--- src/rtl/rf_channel_scheduler.sv ---
// Half-duplex air-channel scheduler: arbitrates the shared RF front end between
// transmit (preamble, payload, guard) and receive (grant, completion/timeout, guard).
module rf_channel_scheduler #(
    parameter int PREAMBLE_NORMAL = 16,
    parameter int PREAMBLE_WAKEUP = 2000,
    parameter int GUARD_CYCLES    = 32,
    parameter int RX_TIMEOUT      = 5000
) (
    input  logic internal_clk,
    input  logic rst_n,
    input  logic M0_sync,
    input  logic M1_sync,
    input  logic AUX_mode_ctrl,
    input  logic tx_req,
    input  logic tx_done,
    input  logic rx_detect,
    input  logic rx_done,
    output logic rf_tx_en,
    output logic rf_rx_en,
    output logic preamble_active,
    output logic tx_grant,
    output logic rx_grant,
    output logic rx_abort,
    output logic AUX_state_ctrl
);

    localparam int MAX_PG     = (PREAMBLE_WAKEUP > GUARD_CYCLES) ? PREAMBLE_WAKEUP : GUARD_CYCLES;
    localparam int MAX_CYCLES = (MAX_PG > RX_TIMEOUT) ? MAX_PG : RX_TIMEOUT;
    localparam int CNT_W      = $clog2(MAX_CYCLES) + 1;

    localparam logic [CNT_W-1:0] PRE_NORMAL_LOAD = CNT_W'(PREAMBLE_NORMAL - 1);
    localparam logic [CNT_W-1:0] PRE_WAKEUP_LOAD = CNT_W'(PREAMBLE_WAKEUP - 1);
    localparam logic [CNT_W-1:0] GUARD_LOAD      = CNT_W'(GUARD_CYCLES - 1);
    localparam logic [CNT_W-1:0] RX_LAST         = CNT_W'(RX_TIMEOUT - 1);
    localparam logic [CNT_W-1:0] CNT_ONE         = CNT_W'(1);

    typedef enum logic [2:0] {
        S_SLEEP,
        S_IDLE,
        S_PREAMBLE,
        S_TX,
        S_RX,
        S_GUARD
    } state_e;

    state_e           state_q, state_d;
    logic [CNT_W-1:0] count_q, count_d;

    logic rfTxEn_q, rfTxEn_d;
    logic rfRxEn_q, rfRxEn_d;
    logic preamble_q, preamble_d;
    logic txGrant_q, txGrant_d;
    logic rxGrant_q, rxGrant_d;
    logic rxAbort_q, rxAbort_d;
    logic auxState_q, auxState_d;

    logic [1:0] mode;
    logic       stopReq;

    assign mode    = {M1_sync, M0_sync};
    // Mode 3 or a mode switch in progress forces the channel to sleep at safe points.
    assign stopReq = (mode == 2'd3) || !AUX_mode_ctrl;

    always_comb begin
        state_d   = state_q;
        count_d   = count_q;
        txGrant_d = 1'b0;
        rxAbort_d = 1'b0;

        case (state_q)
            S_SLEEP: begin
                if (!stopReq) state_d = S_IDLE;
            end
            S_IDLE: begin
                if (stopReq) begin
                    state_d = S_SLEEP;
                end else if (rx_detect) begin
                    state_d = S_RX;
                    count_d = '0;
                end else if (tx_req && (mode != 2'd2)) begin
                    state_d = S_PREAMBLE;
                    count_d = (mode == 2'd1) ? PRE_WAKEUP_LOAD : PRE_NORMAL_LOAD;
                end
            end
            S_PREAMBLE: begin
                if (count_q == '0) begin
                    state_d   = S_TX;
                    txGrant_d = 1'b1;
                end else begin
                    count_d = count_q - CNT_ONE;
                end
            end
            S_TX: begin
                if (tx_done) begin
                    state_d = S_GUARD;
                    count_d = GUARD_LOAD;
                end
            end
            S_RX: begin
                // Completion wins over timeout when both land in the same cycle.
                if (rx_done) begin
                    state_d = S_GUARD;
                    count_d = GUARD_LOAD;
                end else if (count_q == RX_LAST) begin
                    state_d   = S_GUARD;
                    count_d   = GUARD_LOAD;
                    rxAbort_d = 1'b1;
                end else begin
                    count_d = count_q + CNT_ONE;
                end
            end
            S_GUARD: begin
                if (count_q == '0) begin
                    state_d = stopReq ? S_SLEEP : S_IDLE;
                end else begin
                    count_d = count_q - CNT_ONE;
                end
            end
            default: begin
                state_d = S_SLEEP;
                count_d = '0;
            end
        endcase

        rfTxEn_d   = (state_d == S_PREAMBLE) || (state_d == S_TX);
        rfRxEn_d   = (state_d == S_IDLE) || (state_d == S_RX);
        preamble_d = (state_d == S_PREAMBLE);
        rxGrant_d  = (state_d == S_RX);
        auxState_d = ((state_d == S_IDLE) || (state_d == S_SLEEP)) && !tx_req;
    end

    always_ff @(posedge internal_clk or negedge rst_n) begin
        if (!rst_n) begin
            state_q    <= S_SLEEP;
            count_q    <= '0;
            rfTxEn_q   <= 1'b0;
            rfRxEn_q   <= 1'b0;
            preamble_q <= 1'b0;
            txGrant_q  <= 1'b0;
            rxGrant_q  <= 1'b0;
            rxAbort_q  <= 1'b0;
            auxState_q <= 1'b1;
        end else begin
            state_q    <= state_d;
            count_q    <= count_d;
            rfTxEn_q   <= rfTxEn_d;
            rfRxEn_q   <= rfRxEn_d;
            preamble_q <= preamble_d;
            txGrant_q  <= txGrant_d;
            rxGrant_q  <= rxGrant_d;
            rxAbort_q  <= rxAbort_d;
            auxState_q <= auxState_d;
        end
    end

    assign rf_tx_en        = rfTxEn_q;
    assign rf_rx_en        = rfRxEn_q;
    assign preamble_active = preamble_q;
    assign tx_grant        = txGrant_q;
    assign rx_grant        = rxGrant_q;
    assign rx_abort        = rxAbort_q;
    assign AUX_state_ctrl  = auxState_q;

endmodule

--- config.mk ---
export PLATFORM = sky130hd
export DESIGN_NAME = rf_channel_scheduler
export DESIGN_NICKNAME = d
export VERILOG_FILES = /design/src/rtl/rf_channel_scheduler.sv
export SDC_FILE = /design/constraint.sdc
export NUM_CORES = 1
export LEC_CHECK = 0
export ABC_AREA = 0
export ABC_CLOCK_PERIOD_IN_PS = 2100
export BUFFER_PORTS_ARGS = -buffer_cell sky130_fd_sc_hd__buf_2
export CAP_MARGIN = 40
export CORE_MARGIN = 4
export CORE_UTILIZATION = 45
export CTS_CLUSTER_SIZE = 14
export DETAILED_ROUTE_END_ITERATION = 8
export PLACE_DENSITY_LB_ADDON = 0.05
export SYNTH_ARGS = -nofsm -noshare
export SYNTH_HDL_FRONTEND = slang
export SYNTH_SLANG_ARGS = --single-unit
--- constraint.sdc ---
create_clock -name internal_clk -period 2.1 [get_ports internal_clk]
set_input_delay 0.315 -clock internal_clk [delete_from_list [all_inputs] [get_ports internal_clk]]
set_output_delay 0.315 -clock internal_clk [all_outputs]
set_load 0.02 [all_outputs]
==> results.md <==
* Status: complete, no violations
* Clock buffer depth at 2
* Design Power at 0.00321 W
* HPWL after DPL at 3760 um
* Final TNS setup at 0 ps
* CTS Root Cell: clkbuf_8
* Period utilization at 95.6%
* Post-synthesis instance total at 223
* First-pass DRT Iterations at 4
* Fmax at 498 MHz
* Hold_buf cts at 0
* Yosys cell types at 63
* GPL Wtd Cong at 0.897
* Synthesized area at 1930 um^2
* Final Core Density at 54.1%
* Clk slew on worst S/H paths at 100 ps
* Rel. slew slack at 60.3%
* Sw power at 0.00144 W
* H-tree depth at 1
* Worst-case vdd ir drop at 0.000802 V
* Pwr dens at 1460 nW/um^2
* Setup bufs post-CTS at 0
* Routed via count at 1799
* Area leader, netlist: dfrtp_1
* Critical path origin: count_q[3]
* Initial antenna violation count at 0
* Core area at 4060 um^2
* Share of cells above drive strength 1 at 26.2%
* Synth top area cells: dfrtp_1 (30%), nor2_1 (5.6%), buf_6 (4.1%), nand2_1 (3.7%), a21oi_1 (3.6%)
* FFs w/ async S/R, synth at 100%
* Rows at 23
* DRT iter0 DRCs at 206
* Die W at 73.5 um
* FF+latch count, synth at 24
* Hold Crit Class: input pin to asynchronous set/reset pin
* Clock skew at 4.63 ps
* Dpl cell area at 2120 um^2
* EDFF count, synth at 0
* Initial Util at 47.5%
* Post-CTS sizing at 0
* Most common cell in the netlist: nor2_1
* WL per Instance at 16.7 um
* PortBufs at 15
* Final hold violation count at 0
* Gr usage total at 19.8%
* Setup Viol. Count Final at 0
* Tmin final at 2010 ps
* DRT Wirelength at 4980 um
* Finished Cell Area at 2200 um^2
* Yosys top cell area share at 29.9%
* Die area at 5400 um^2
* Residual DRC at 0
* Startpoint class of the critical path: flip-flop
* CP required at 2270 ps
* Reg-to-Reg Start: count_q[3]
* Syn nets at 235
* Sinks on Clock Net at 24
* IO Count at 16
* Layout area overhead at 13.9%
* CTS Buf Count at 3
* Prevailing post-synth register cell: dfrtp_1
* Largest net degree at the start of global routing at 25
* CTS tree: done
* Post-synth top cells: nor2_1 (29), dfrtp_1 (23), nand2_1 (19)
* Critical-path maximum fanout at 11
* Worst endpoint data arrival time at 2180 ps
* Unrepaired setup endpoints after global routing: false
* Drt via density at 6.04
* Sw Share at 45.0%
* Internal at 0.00176 W
* Sequential group share of total power at 27.2%
* NumNets Final at 261
* FF-to-FF path depth at 5
* First-pass GRT wire length at 8460 um
* Antenna Diode Count at 0
* Sequential fraction of the synthesis area at 31.2%
* Critical Path Sink Type: flip-flop
* Part of the power in the clock network at 13.1%
* Maxcap violations at 0
* Ys Warns at 0
* Latest clock arrival within the worst-skew pair at 270 ps
* Leak at 0.955 nW
* Final Slew Violations at 0
* Post-detailed-route count of antenna-violating nets at 0
* Syn_area_per_cell at 8.65 um^2
* Vias in the first global route at 1679
* Overflow after GRT at 0
* Worst-Margin Slew at 596 ps
* Combinational fraction of design power at 59.7%
* Die Span Y at 73.5 um
* Crit Path Category: flip-flop to flip-flop
==> cells in the final DEF, fill, tap and decap left out, types with 4 or more instances in the layout <==
cell	synthesis	final
nand2b_1	4	4
buf_4	2	23
o32ai_1	4	4
nand3_1	9	9
nand2_1	19	19
nor2_1	29	29
a31oi_1	7	7
o2bb2ai_1	5	5
o21ai_0	8	8
inv_1	6	6
and3_1	6	6
dfrtp_1	23	23
buf_2	7	15
nor3_1	5	5
a21oi_1	14	14
==> logic make-up (layout without fill, tap and decap cells) <==
kind of cell    after synthesis  in the layout  synth area share [%]
fa+ha+maj                     3              3                  1.95
compound gates               62             62                  21.9
flops                        24             24                  31.2
simple gates                103            103                  32.1
xor+xnor                      2              2                 0.909
buf+inv                      24             49                  8.37
mux                           5              5                  3.57
==> area by class of cell <==
class                      count  area (um^2)
multi-input combinational    175         1170
fill                         367         1860
timing repair buffer          39          268
clock buffer                   3         41.3
tap                           50         62.6
clock inverter                 1         30.0
inverter                       6         22.5
sequential                    24          602
==> power by group through the flow <==
stage / registers (W) / clock network [W] / logic (W)
floorplan: 0.000771 / 0 / 0.00151
global placement: 0.000870 / 0 / 0.00186
detailed placement: 0.000877 / 0 / 0.00188
global route: 0.000905 / 0.000448 / 0.00212
CTS: 0.000868 / 0.000424 / 0.00189
finish: 0.000873 / 0.000419 / 0.00191
==> registers in the layout (all words and copies together), names as in the netlist <==
name,cells
tx_grant,1
rx_abort,1
rx_grant,1
state_q,3
rf_rx_en,1
rf_tx_en,1
preamble_active,1
AUX_state_ctrl,1
count_q,14
==> worst max-delay path, cell delays in order, from the launching register on <==
cell and delay, ps:
dfrtp_1 510, nor4_2 340, nand4_1 220, o2bb2ai_1 180
or3_4 350, mux2_4 300
==> path summary, 6_finish.rpt <==
| check | endpoint | slack (ps) |
|---|---|---|
| max | rf_rx_en | 90 |
| min | state_q[1] | 30 |
| max reg2reg | rf_rx_en | 90 |
| min reg2reg | count_q[5] | 600 |
| max in group asynchronous | count_q[11] | 1670 |
| min in group internal_clk | AUX_state_ctrl | 200 |
==> routing by layer <==
layer | vias to the layer above | routed length [um] | global-route usage [%]
li1 | 875 | - | -
met1 | 866 | 2350 | 28.7
met2 | 54 | 2360 | 31.3
met3 | 4 | 229 | 2.74
met4 | 0 | 42 | 4.23
met5 | - | 0 | 0
==> per-stage QoR <==
step           hold WS (ps)  setup slack (ps)  cells
4_1_cts                47.3               107    298
5_1_grt                67.3              7.45    298
3_5_place_dp            356               118    294
2_1_floorplan          19.4               202    223
3_3_place_gp            328               159    294
6_report               33.7              91.9    298
Note: power is estimated with default switching activity, not from simulation.
